===== config.mk =====
export PLATFORM = sky130hd
export DESIGN_NAME = fir_mac_filter
export DESIGN_NICKNAME = d
export VERILOG_FILES = /design/src/rtl/fir_mac_filter.sv
export SDC_FILE = /design/constraint.sdc
export NUM_CORES = 1
export LEC_CHECK = 0
export ABC_AREA = 0
export BUFFER_PORTS_ARGS = -buffer_cell sky130_fd_sc_hd__buf_2
export CAP_MARGIN = 20
export CORE_ASPECT_RATIO = 0.75
export CORE_MARGIN = 4
export CORE_UTILIZATION = 55
export CTS_BUF_LIST = sky130_fd_sc_hd__clkbuf_2
export DETAILED_ROUTE_END_ITERATION = 10
export PLACE_DENSITY = 0.74
export SYNTH_ARGS = -nofsm -noshare
export SYNTH_HDL_FRONTEND = slang
export SYNTH_SLANG_ARGS = --single-unit

===== constraint.sdc =====
create_clock -name clk -period 11.3 [get_ports clk]
set_clock_uncertainty 0.15 [all_clocks]
set_input_delay 0 -clock clk [delete_from_list [all_inputs] [get_ports clk]]
set_output_delay 0 -clock clk [all_outputs]
set_load 0.02 [all_outputs]

===== src/rtl/fir_mac_filter.sv =====
// fir_mac_filter
//   Time-multiplexed N-tap FIR filter. Each rising edge of the sampling clock
//   captures one signed sample into a circular buffer. One multiply-accumulate
//   then runs per clk cycle, newest sample first. The sum is scaled back by the
//   Q1.(CW-1) coefficient format (floor shift), saturated to DW bits and
//   presented on dout with a one-cycle dout_valid pulse.
//
//   Ports
//     clk, rst     system clock, asynchronous active-high reset
//     s_clk        sampling clock (synchronous to clk); its rising edge is the strobe
//     din          signed input sample, taken only on the capture edge
//     coef_we      coefficient write enable (honoured only while idle)
//     coef_addr    tap index to write
//     coef_din     signed Q1.(CW-1) coefficient value
//     ovr_clr      clears the sticky overrun flag
//     dout         signed filtered sample
//     dout_valid   one-cycle pulse when dout updates
//     busy         high while a sample is being computed
//     overrun      sticky: a strobe arrived while busy and its sample was dropped
module fir_mac_filter #(
  parameter int N_TAPS = 16,
  parameter int DW     = 12,
  parameter int CW     = 12,
  parameter int ACCW   = DW + CW + $clog2(N_TAPS)
) (
  input  logic                      clk,
  input  logic                      rst,
  input  logic                      s_clk,
  input  logic signed [DW-1:0]      din,
  input  logic                      coef_we,
  input  logic [$clog2(N_TAPS)-1:0] coef_addr,
  input  logic signed [CW-1:0]      coef_din,
  input  logic                      ovr_clr,
  output logic signed [DW-1:0]      dout,
  output logic                      dout_valid,
  output logic                      busy,
  output logic                      overrun
);

  localparam int AW = $clog2(N_TAPS);
  localparam int PW = DW + CW;

  // Largest positive Q1.(CW-1) value: the "x1" pass-through default for tap 0.
  localparam logic signed [CW-1:0]   COEF_ONE = CW'(2**(CW-1) - 1);
  localparam logic signed [ACCW-1:0] SAT_MAX  = ACCW'(2**(DW-1) - 1);
  localparam logic signed [ACCW-1:0] SAT_MIN  = ~SAT_MAX;

  typedef enum logic [1:0] {IDLE, MAC, OUT} state_t;

  state_t                 state, state_nxt;
  logic                   s_clk_d;
  logic                   strb;
  logic signed [DW-1:0]   x    [N_TAPS];
  logic signed [CW-1:0]   coef [N_TAPS];
  logic [AW-1:0]          wr_ptr;
  logic [AW-1:0]          tap;
  logic [AW-1:0]          rd_idx;
  logic                   last_tap;
  logic signed [PW-1:0]   prod;
  logic signed [ACCW-1:0] prod_ext;
  logic signed [ACCW-1:0] acc;

  // Scale back from Q1.(CW-1) by an arithmetic (floor) shift, then clamp.
  function automatic logic signed [DW-1:0] sat_floor(input logic signed [ACCW-1:0] a);
    logic signed [ACCW-1:0] s;
    s = a >>> (CW - 1);
    if (s > SAT_MAX)
      sat_floor = SAT_MAX[DW-1:0];
    else if (s < SAT_MIN)
      sat_floor = SAT_MIN[DW-1:0];
    else
      sat_floor = s[DW-1:0];
  endfunction

  assign strb     = s_clk & ~s_clk_d;
  assign busy     = (state != IDLE);
  assign last_tap = (tap == AW'(N_TAPS - 1));

  // Tap k reads the sample k steps older than the newest; the AW-bit
  // subtraction wraps naturally around the circular buffer.
  assign rd_idx   = wr_ptr - tap;
  assign prod     = x[rd_idx] * coef[tap];
  assign prod_ext = {{(ACCW - PW){prod[PW-1]}}, prod};

  always_comb begin
    state_nxt = state;
    case (state)
      IDLE:    if (strb) state_nxt = MAC;
      MAC:     if (last_tap) state_nxt = OUT;
      OUT:     state_nxt = IDLE;
      default: state_nxt = IDLE;
    endcase
  end

  always_ff @(posedge clk or posedge rst) begin
    if (rst) begin
      state   <= IDLE;
      s_clk_d <= 1'b0;
      overrun <= 1'b0;
    end else begin
      state   <= state_nxt;
      s_clk_d <= s_clk;
      // A strobe while busy drops its sample; setting beats a same-cycle clear.
      if (strb && (state != IDLE))
        overrun <= 1'b1;
      else if (ovr_clr)
        overrun <= 1'b0;
    end
  end

  // Coefficient bank: writes land only while idle, so a write together with
  // the capture strobe is already visible to the first MAC cycle.
  always_ff @(posedge clk or posedge rst) begin
    if (rst) begin
      for (int i = 0; i < N_TAPS; i++)
        coef[i] <= (i == 0) ? COEF_ONE : '0;
    end else if ((state == IDLE) && coef_we) begin
      coef[coef_addr] <= coef_din;
    end
  end

  always_ff @(posedge clk or posedge rst) begin
    if (rst) begin
      for (int i = 0; i < N_TAPS; i++)
        x[i] <= '0;
      wr_ptr     <= '0;
      tap        <= '0;
      acc        <= '0;
      dout       <= '0;
      dout_valid <= 1'b0;
    end else begin
      dout_valid <= 1'b0;
      case (state)
        // Capture edge: store the newest sample and clear the accumulator.
        IDLE: begin
          if (strb) begin
            x[wr_ptr] <= din;
            acc       <= '0;
            tap       <= '0;
          end
        end
        // One MAC per cycle; the pointer advances after the last tap so the
        // next capture lands in the oldest slot.
        MAC: begin
          acc <= acc + prod_ext;
          tap <= tap + 1'b1;
          if (last_tap)
            wr_ptr <= wr_ptr + 1'b1;
        end
        // Output stage: scale, clamp and publish.
        OUT: begin
          dout       <= sat_floor(acc);
          dout_valid <= 1'b1;
        end
        default: ;
      endcase
    end
  end

endmodule

Word level (Yosys, flattened, before mapping):

Cells that the tools add are included.
W data, S select, Z words.

* memories kept: 0
* bits in latches: 0
* memory bits (read-only): 0
* register bits after elaboration: 437
* input bits: 33
* logic and storage cells: 100
* memory bits (writable): 0

* multiply operators: 1
* order comparisons: 8
* shift operators: 0
* reductions and logical operators: 12
* equality and inequality tests: 5
* mux-type cells: 24
* bitwise operators: 6
* $add $sub $neg: 4
* divide/modulo/power cells: 0

Operators by type and width (number)
* $bwmux W192: 2
* $bmux W12 S4: 2
* $demux W12 S4: 2
* $mux W12: 8
* $pmux W28 S2: 1
* $add A28 B24 Y28: 1
* $mux W28: 1
* $mul A12 B12 Y24: 1
* $ge A5 B5 Y1 const B: 4
* $not A4 Y5: 4
* $gt A17 B12 Y1 const B: 1
* $lt A17 B12 Y1 const B: 1
* $lt A5 B1 Y1 const B: 2
* $add A4 B1 Y4 const B: 2
* $pmux W4 S2: 1
* $reduce_and A2 Y1: 4
* $reduce_bool A2 Y1: 3
* $eq A4 B4 Y1 const B: 1
* $logic_and A1 B1 Y1: 4
* $mux W2: 2
* $mux W4: 1
* $ne A2 B2 Y1 const B: 2
* $pmux W2 S2: 1
* $sub A4 B4 Y4: 1
* other kinds (6): 8

Depth between registers and ports, before layout:

Gate-level depths: netlist of run 1.

* depth in word-level cells: 8
* depth in mapped cells: 32

Least setup slack after synthesis of run 1:

No wires, ideal clock.

* kind: register to register
* start: register tap[1]
* end: register acc[25]
* setup slack: 2749 ps
* cell stages (with the launch flop): 31
* clock period less this slack: 8551 ps
* buffers on the path: 5
* data arrival time: 8332 ps
* library setup time: 69 ps
* cell sequence: dfrtp_1 -> buf_2 -> buf_1 -> inv_1 -> fa_1 -> clkbuf_1 -> clkbuf_1 -> mux4_2 -> mux2i_1 -> nor2_1 -> a21oi_1 -> buf_2 -> nor2_1 -> fa_1 -> inv_1 -> fa_1 -> inv_1 -> fa_1 -> fa_1 -> fa_1 -> inv_1 -> fa_1 -> inv_1 -> ha_1 -> nand2_1 -> or4_1 -> o21a_1 -> o21ai_2 -> a21oi_1 -> or4b_1 -> nand3_1

* longest elaborated chain between the ends: 8
* elaborated cells on any way between the ends: 12

RTL lines
* start, declared: RTL line 56 `logic [AW-1:0] tap;`
* start signal, assigned: RTL line 146 `tap <= tap + 1'b1;`
* $sub A4 B4 Y4: RTL line 81 `assign rd_idx = wr_ptr - tap;`
* $not A4 Y5 (implied by the code): RTL line 82 `assign prod = x[rd_idx] * coef[tap];`
* $bmux W12 S4: RTL line 82
* $mux W12 (implied by the code) (2 in a row): RTL line 82
* $mul A12 B12 Y24 (*): RTL line 82
* $add A28 B24 Y28 (*): RTL line 145 `acc <= acc + prod_ext;`
* $pmux W28 S2 (*): RTL line 133 `case (state)`
* end signal, assigned: RTL line 145
* end, declared: RTL line 61 `logic signed [ACCW-1:0] acc;`

Every way passes the cells marked *; elsewhere a longest branch is shown, timed or not. The select of a mux whose other input is x is not followed.
A chain may end at the register's enable or synchronous reset.

Worst setup path in the final report of run 1:

* start: register wr_ptr[0]
* end: register acc[24]

* longest elaborated chain between the ends: 8

RTL lines
* start, declared: RTL line 55 `logic [AW-1:0] wr_ptr;`
* start signal, assigned: RTL line 148 `wr_ptr <= wr_ptr + 1'b1;`
* $sub A4 B4 Y4: RTL line 81
* $not A4 Y5 (implied by the code): RTL line 82
* $bmux W12 S4: RTL line 82
* $mux W12 (implied by the code) (2 in a row): RTL line 82
* $mul A12 B12 Y24: RTL line 82
* $add A28 B24 Y28: RTL line 145
* $pmux W28 S2: RTL line 133

No other way between the ends. The select of a mux whose other input is x is not followed.

==> results of run 1 <==
cell type report:
cell class	count	area [um2]
fill	3681	18400
multi-input combinational	1261	14300
sequential	437	11000
timing repair buffer	159	1330
inverter	212	800
tap	639	800
clock buffer	155	776
clock inverter	33	220
antenna	3	7.51
through the flow:
stage	util, %	hold slack, ps	cell area, um2
2_1_floorplan	-	-119	26500
3_3_place_gp	57.5	-21.9	27300
3_5_place_dp	57.5	-20.1	27300
4_1_cts	61.2	6.20	29100
5_1_grt	61.4	68.7	29200
6_report	61.4	100	29200
worst min-delay path by stage:
stage / from / to / slack (ps) / cells after the start
floorplan: s_clk / s_clk_d / -120 / 0
global placement: s_clk / s_clk_d / -20 / 1
detailed placement: s_clk / s_clk_d / -20 / 1
CTS: rst / coef[166] / 6 / 5
global route: rst / coef[142] / 70 / 5
finish: rst / coef[94] / 100 / 5
timing repair:
action,in CTS,in global routing
endpoints found under the hold margin,601,0
gates resized for setup,0,0
hold buffers,75,0
kinds of logic after synthesis:
| family | after synthesis | synth area share, % |
|---|---|---|
| buffers and inverters | 340 | 5.10 |
| multiplexers | 525 | 26.5 |
| AO/OA/AOI/OAI | 134 | 2.97 |
| XOR/XNOR | 32 | 1.06 |
| adder cells (fa/ha/maj) | 263 | 17.5 |
| AND/OR/NAND/NOR | 307 | 5.59 |
| flip-flops | 437 | 41.3 |
cells in the mapped netlist, drive strengths merged, types with 2 or more instances:
library cell  count  area share, %
dfrtp           426             40
mux2            403             17
inv             212            3.0
fa              181             14
nand2           117            1.7
mux4            102            8.7
ha               82            3.9
o21ai            71            1.4
buf              64            1.2
clkbuf           64           0.91
nor2b            61            1.4
nor2             46           0.65
nand3            29           0.55
nand2b           23           0.54
xnor2            23           0.76
mux2i            20           0.75
a21oi            19           0.37
a21o             12           0.34
dfstp            11            1.1
xor2              9           0.30
nand4             8           0.19
and2              7           0.16
o31ai             7           0.20
a31oi             5           0.12
nor3              5          0.094
o21bai            5           0.14
o21a              3          0.085
a22oi             2          0.057
nand4b            2          0.066
o22ai             2          0.047
or3               2          0.047
layer usage:
metal	vias up	track usage, %
met5	-	0
met4	0	6.78
met3	113	5.89
met2	489	37.8
met1	8579	34.5
li1	7284	-
state kept, by name, indices dropped and copies added (netlist names):
signal,count
s_clk_d,1
state,2
coef,192
acc,28
tap,4
overrun,1
dout_valid,1
dout,12
wr_ptr,4
x,192
worst max-delay path, stage by stage, from the launching register on:
cell	delay, ps
dfrtp_1	440
inv_1	190
ha_4	150
inv_1	50
fa_2	920
buf_4	360
mux4_2	230
mux2i_1	70
o21ai_1	950
nand2b_1	210
fa_1	550
fa_1	490
inv_1	60
fa_1	510
fa_1	440
fa_1	490
inv_1	50
fa_1	490
inv_1	40
ha_1	350
a2111oi_1	510
a221oi_1	260
a211o_1	360
a221o_1	360
xnor2_1	170
o21ai_1	80
==> metrics, run 1 <==
Detailed Route Iter0 Violations 1,174; final cycle utilization of the critical path 80.6%; unrepaired setup endpoints after global routing false; clock-pin slew on the worst setup and hold paths 140 ps; worst hold path type primary input to asynchronous set/reset pin; worst reg2reg endpoint acc[24]; most common cell after layout, fill and taps aside dfrtp_1; WP data required 12,090 ps; Slew headroom 18.9%; Core Box Area 0.0476 mm2; number of synthesized flops with an enable pin 0; Mapped Avg Cell Area 13.0 um2; maxcap violations 0; CP endpoint kind register; number of library cell types mapped by synthesis 52; I/O Buffers 47; synthesis-stage register bit count 437; critical path data arrival time 9900 ps; status completed; Cells after Synth 2,038; Critical Path Source Type register; Final ANT Viol Nets 0; Worst-Margin Slew 1210 ps; die height 198 um; initial antenna violation count 3; H-Tree Depth 3; R2R Setup Slk 2190 ps; placer congestion estimate 0.826; vias in the first global route 18,000; TritonCTS clock tree yes; Area Growth Syn to Fin 9.98%; commonest non-fill, non-tap cells in the layout dfrtp_1 (424), mux2_2 (403), inv_1 (206); Final Max Tran Viols 0; critical path type register to register; final setup margin 2190 ps; Post-Layout Cell Count 2,899; Async SR Flop Fraction 100%; fin crit period 9110 ps; routed vias 16,500; die width 262 um; Starting Density 55.8%; IO Count 48; clock sink count 437; clock latency at the later pin of the worst-skew pair 1110 ps; metal3 WL 3750 um; met2 WL 27,800 um; Synth Net Count 2,334; maximum clock path buffer count 3; final wirelength 59,600 um; GRT Residual Overflow 0; CTS Root Cell clkbuf_2; DRT Pass-1 Iters 7; dpl hpwl 39,900 um; DP Worst Slack 2220 ps; yosys warns 0; R2R Path Start wr_ptr[0]; crit path to acc[24]; maximum clock rate 110 MHz; top sig layer met4; Main synth FF type dfrtp_1; Crit Path Max Fanout 19; final setup TNS 0 ps; r2r worst-path depth 25; Inst Count DP 2,628; first-pass GRT wire length 98,100 um; drt wl/cell 20.6 um; CP Launch Point wr_ptr[0]; post-synthesis sequential area ratio 41.3%; Fin. Hold Viols 0; CTS Buf Count 104; DRC 0; final net count 2,471; Post-CTS Setup Bufs 0; Syn Std Cell Area 0.0265 mm2; DR vias/cell 5.68; row cnt 69; # setup viols final 0; Tot GR Track Use 24.2%; Metal-1 WL 26,700 um; largest net degree at the start of global routing 156; layout cells sized above 1 34.8%; die area 0.0519 mm2
Power of run 1 is left out: the tool's default activity adds up to more than one toggle a clock period on the data nets, which glitch-free logic cannot reach.
==> run 2, diff against run 1 <==
==> constraint.sdc (replaced) <==
create_clock -name clk -period 8.3 [get_ports clk]
set_clock_uncertainty 0.15 [all_clocks]
set_input_delay 0 -clock clk [delete_from_list [all_inputs] [get_ports clk]]
set_output_delay 0 -clock clk [all_outputs]
set_load 0.02 [all_outputs]
==> run 2 against run 1 <==
  * Clock-buffer cell count stayed put
  * Setup slack worse by 1900 ps
  * Largest cell class unchanged
  * Register-to-register slack worse by 1900 ps
  * Critical endpoint unchanged
  * Flip-flop and latch count stayed put
  * Cell area is 1.5% higher
  * Worst hold slack better by 180 ps
  * Utilization is 0.90 points higher
==> metrics, run 2 (same netlist as run 1, synthesis figures left out) <==
Crit Path Max Fanout 24 (was 19); TritonCTS clock tree yes (unchanged); FILL cells 3,580 (was 3,681); drt wl/cell 20.8 um (was 20.6 um); clock latency at the later pin of the worst-skew pair 1170 ps (was 1110 ps); Slew headroom 25.2% (was 18.9%); CP endpoint kind register (unchanged); Area Growth Syn to Fin 11.6% (was 9.98%); Worst-Margin Slew 1120 ps (was 1210 ps); most common cell after layout, fill and taps aside dfrtp_1 (unchanged); critical path type register to register (unchanged); Final Max Tran Viols 0 (unchanged); CP Launch Point wr_ptr[0] (unchanged); Hold WS 276 ps (was 100 ps); commonest non-fill, non-tap cells in the layout dfrtp_1 (424), mux2_2 (403), inv_1 (205) (was dfrtp_1 (424), mux2_2 (403), inv_1 (206)); maximum clock rate 125 MHz (was 110 MHz); worst hold path type primary input to register (was primary input to asynchronous set/reset pin); Starting Density 55.8% (unchanged); layout cells sized above 1 36.2% (was 34.8%); # setup viols final 0 (unchanged); dpl hpwl 41,500 um (was 39,900 um); maximum clock path buffer count 3 (unchanged); CTS Buf Count 104 (unchanged); placer congestion estimate 0.857 (was 0.826); Detailed Route Iter0 Violations 1,343 (was 1,174); maxcap violations 0 (unchanged); CTS Root Cell clkbuf_2 (unchanged); Most common cell on crit path fa_1 (unchanged); clock sink count 437 (unchanged); R2R Setup Slk 290 ps (was 2190 ps); H-Tree Depth 3 (unchanged); Fin. Hold Viols 0 (unchanged); Critical Path Source Type register (unchanged); biggest regs coef x192, x x192, acc x28 (unchanged); IO Count 48 (unchanged); final cycle utilization of the critical path 96.5% (was 80.6%); die width 262 um (unchanged); final net count 2,508 (was 2,471); die height 198 um (unchanged); I/O Buffers 47 (unchanged); die area 0.0519 mm2 (unchanged); critical path's slowest cell fa_2 (was o21ai_1); GRT Residual Overflow 0 (unchanged); initial antenna violation count 5 (was 3); R2R Path Start wr_ptr[0] (unchanged); final wirelength 61,000 um (was 59,600 um); row cnt 69 (unchanged); crit path to acc[24] (unchanged); Final ANT Viol Nets 0 (unchanged); fin crit period 8010 ps (was 9110 ps); status completed (unchanged); worst reg2reg endpoint acc[24] (unchanged); first-pass GRT wire length 101,000 um (was 98,100 um); max incr delay on CP 590 ps (was 950 ps); DRC 0 (unchanged); r2r worst-path depth 30 (was 25); critical path data arrival time 8880 ps (was 9900 ps); multi-input logic area 0.0144 mm2 (was 0.0143 mm2); WP data required 9180 ps (was 12,090 ps); vias in the first global route 18,500 (was 18,000); DR vias/cell 5.72 (was 5.68); Reg area 0.0110 mm2 (unchanged); final setup TNS 0 ps (unchanged); Core Box Area 0.0476 mm2 (unchanged); routed vias 16,800 (was 16,500); clock-pin slew on the worst setup and hold paths 110 ps (was 140 ps); largest net degree at the start of global routing 82 (was 156); Tot GR Track Use 24.9% (was 24.2%); DRT Pass-1 Iters 5 (was 7)
-- run 2: cell types whose count changed in the layout (fill, tap and decap cells not counted), moves of 4 or more --
| cell | before | now |
|---|---|---|
| a21oi_1 | 18 | 14 |
| buf_12 | 1 | 8 |
| o21ai_1 | 19 | 13 |
| clkinv_1 | 21 | 26 |
| o21ai_2 | 1 | 7 |
| buf_4 | 32 | 58 |
-- run 2: per-layer routing --
layer / vias up / GRT usage, % / wire [um]
met1: 8813 / 35.5 / 27200
met4: 4 / 7.23 / 1270
li1: 7388 / - / -
met3: 113 / 6.04 / 3840
met2: 477 / 38.5 / 28700
met5: - / 0 / 24
-- run 2: worst min-delay path by stage --
stage | slack (ps) | cells after the start | to | from
floorplan | -120 | 0 | s_clk_d | s_clk
global placement | 10 | 2 | x[63] | rst
detailed placement | 10 | 2 | x[63] | rst
CTS | 140 | 4 | coef[26] | coef_addr[3]
global route | 160 | 4 | coef[31] | coef_addr[3]
finish | 280 | 4 | coef[31] | coef_addr[3]
-- run 2: per-stage QoR --
stage	worst slack, ps	instance area [um2]	util (%)	std cells
after global routing	-15.1	29600	62.3	2938
after global placement	154	27600	58.0	2652
after detailed placement	-48.7	27600	58.0	2652
after floorplan	37.8	26500	-	2038
final	293	29600	62.3	2938
after CTS	65.8	29400	61.7	2920
-- run 2: critical path, delay by kind of cell (launching register included) --
family                     cells  cell delay [ps]
AOI/OAI and AO/OA              8             1440
xor gates and xnor gates       1              180
adders and majority gates      9             4020
buffers and inverters          9              910
DFF                            1              420
muxes                          2              560
and+or+nand+nor                1              200
-- run 2: what timing repair did --
| action | in CTS | in global routing |
|---|---|---|
| endpoints found under the setup margin | 2 | 10 |
| pin swaps | 0 | 5 |
| cloned | 1 | 3 |
| hold buffers | 77 | 0 |
| setup buffers | 0 | 9 |
| endpoints found under the hold margin | 718 | 0 |
| gates resized for setup | 3 | 14 |
-- run 2: final cells by class --
| class | count | area share [%] |
|---|---|---|
| multi-input combinational | 1261 | 48.5 |
| sequential | 437 | 37.0 |
| timing repair buffer | 196 | 5.85 |
| inverter | 212 | 2.70 |
| tap | 639 | 2.70 |
| clock buffer | 155 | 2.62 |
| clock inverter | 35 | 0.638 |
| antenna | 3 | 0.0253 |
Power of run 2 is left out for the same reason.
==> run 3, diff against run 2 <==
==> constraint.sdc (replaced) <==
create_clock -name clk -period 7 [get_ports clk]
set_clock_uncertainty 0.15 [all_clocks]
set_input_delay 0 -clock clk [delete_from_list [all_inputs] [get_ports clk]]
set_output_delay 0 -clock clk [all_outputs]
set_load 0.02 [all_outputs]
==> run 3 against run 2 <==
  * The run now ends with setup timing left
  * Worst hold slack worse by 62 ps
  * Register-to-register slack worse by 1100 ps
  * Via count grew 3.8%
  * Critical endpoint is now acc[25]
  * Largest cell class unchanged
==> metrics, run 3 (same netlist as run 1, synthesis figures left out) <==
CTS Buf Count 104 (unchanged); DRT Pass-1 Iters 5 (unchanged); clock-pin slew on the worst setup and hold paths 110 ps (about the same); FILL cells 3,398 (was 3,580); dpl hpwl 43,400 um (was 41,500 um); status complete, but fails checks (was completed); most common cell after layout, fill and taps aside dfrtp_1 (unchanged); critical path data arrival time 8660 ps (was 8880 ps); final wirelength 65,100 um (was 61,000 um); DRC 0 (unchanged); placer congestion estimate 0.929 (was 0.857); WP data required 7860 ps (was 9180 ps); H-Tree Depth 3 (unchanged); die height 198 um (unchanged); Slew headroom 24.0% (was 25.2%); multi-input logic area 0.0150 mm2 (was 0.0144 mm2); biggest regs coef x192, x x192, acc x28 (unchanged); maximum clock rate 128 MHz (was 125 MHz); failing checks setup timing; commonest non-fill, non-tap cells in the layout dfrtp_1 (424), mux2_2 (399), inv_1 (191) (was dfrtp_1 (424), mux2_2 (403), inv_1 (205)); Critical Path Source Type register (unchanged); maximum clock path buffer count 3 (unchanged); final net count 2,645 (was 2,508); I/O Buffers 47 (unchanged); Crit Path Max Fanout 8 (was 24); clock latency at the later pin of the worst-skew pair 1070 ps (was 1170 ps); DR vias/cell 5.68 (was 5.72); Core Box Area 0.0476 mm2 (unchanged); unrepaired setup endpoints after global routing true; Area Growth Syn to Fin 18.2% (was 11.6%); CTS Root Cell clkbuf_2 (unchanged); Starting Density 55.8% (unchanged); Fin. Hold Viols 0 (unchanged); CP endpoint kind register (unchanged); final setup margin -808 ps (was 293 ps); routed vias 17,400 (was 16,800); Tot GR Track Use 26.3% (was 24.9%); Worst-Margin Slew 1140 ps (was 1120 ps); # setup viols final 17 (was 0); layout cells sized above 1 43.8% (was 36.2%); initial antenna violation count 1 (was 5); GRT Residual Overflow 0 (unchanged); R2R Setup Slk -810 ps (was 290 ps); Detailed Route Iter0 Violations 1,120 (was 1,343); Reg area 0.0110 mm2 (unchanged); Hold WS 214 ps (was 276 ps); IO Count 48 (unchanged); critical path's slowest cell fa_2 (unchanged); fin crit period 7810 ps (was 8010 ps); critical path type register to register (unchanged); max incr delay on CP 620 ps (was 590 ps); vias in the first global route 19,100 (was 18,500); Final Max Tran Viols 0 (unchanged); Most common cell on crit path fa_1 (unchanged); clock sink count 437 (unchanged); die width 262 um (unchanged); first-pass GRT wire length 106,000 um (was 101,000 um); Final ANT Viol Nets 0 (unchanged); TritonCTS clock tree yes (unchanged); largest net degree at the start of global routing 185 (was 82); final cycle utilization of the critical path 112% (was 96.5%); maxcap violations 0 (unchanged); worst hold path type primary input to register (unchanged); die area 0.0519 mm2 (unchanged); drt wl/cell 21.2 um (was 20.8 um); row cnt 69 (unchanged)
## run 3: cell count changes in the layout (fill, tap and decap cells not counted), moves of 6 or more
cell	before	now
ha_4	1	15
nor2b_4	0	7
buf_6	2	29
nand2_2	0	8
buf_4	58	167
a21oi_1	14	8
inv_2	6	18
ha_1	81	66
nor2b_1	61	53
inv_1	205	191
o21ai_0	51	35
o21ai_1	13	22
nor2_1	45	38
nand2_1	117	108
## run 3: timing repair
item / in CTS / in global routing
gates cloned: 3 / 0
endpoints found under the hold margin: 837 / 0
setup buffers: 19 / 20
gates resized for setup: 103 / 54
pin swaps: 32 / 43
setup endpoints to repair: 19 / 19
hold buffers: 75 / 0
## run 3: cell type report
type                       instances  share of cell area (%)
multi-input combinational       1261                    47.7
sequential                       437                    34.9
timing repair buffer             333                    9.20
inverter                         212                    2.57
tap                              639                    2.55
clock buffer                     155                    2.47
clock inverter                    34                   0.566
antenna                            1                 0.00797
## run 3: stage by stage
step           utilization (%)  instances  cell area, um2  setup slack [ps]  setup TNS, ps
2_1_floorplan                -       2038           26700              -607          -3240
3_3_place_gp              60.0       2768           28600              -724          -8860
3_5_place_dp              60.1       2769           28600              -858         -10970
4_1_cts                   65.1       3054           31000              -751          -7880
5_1_grt                   66.0       3072           31400             -1090         -13150
6_report                  66.0       3072           31400              -808          -8970
## run 3: worst max-delay path, delay by kind of cell, from the launching register on
family	cells	cell delay [ps]
adder cells (fa/ha/maj)	9	4110
AND/OR/NAND/NOR	5	1220
buffers and inverters	10	800
multiplexers	2	530
AO/OA/AOI/OAI	4	530
flip-flops	1	410
## run 3: worst paths after layout
kind / endpoint / startpoint / cells past startpoint
max in group asynchronous: x[10] / rst / 6
min: coef[134] / coef_we / 6
max: acc[25] / wr_ptr[0] / 30
max reg2reg: acc[25] / wr_ptr[0] / 30
min reg2reg: dout[0] / dout[0] / 2
min in group asynchronous: coef[138] / rst / 6
## run 3: per-layer routing
| layer | GRT usage (%) | up-vias | routed length, um | part of all wire, % |
|---|---|---|---|---|
| li1 | - | 7671 | - | - |
| met5 | 0 | - | 0 | 0 |
| met2 | 40.2 | 513 | 30000 | 46 |
| met1 | 37.9 | 9150 | 29200 | 45 |
| met4 | 7.17 | 0 | 1380 | 2.1 |
| met3 | 6.83 | 107 | 4530 | 7.0 |
Power of run 3 is left out for the same reason.
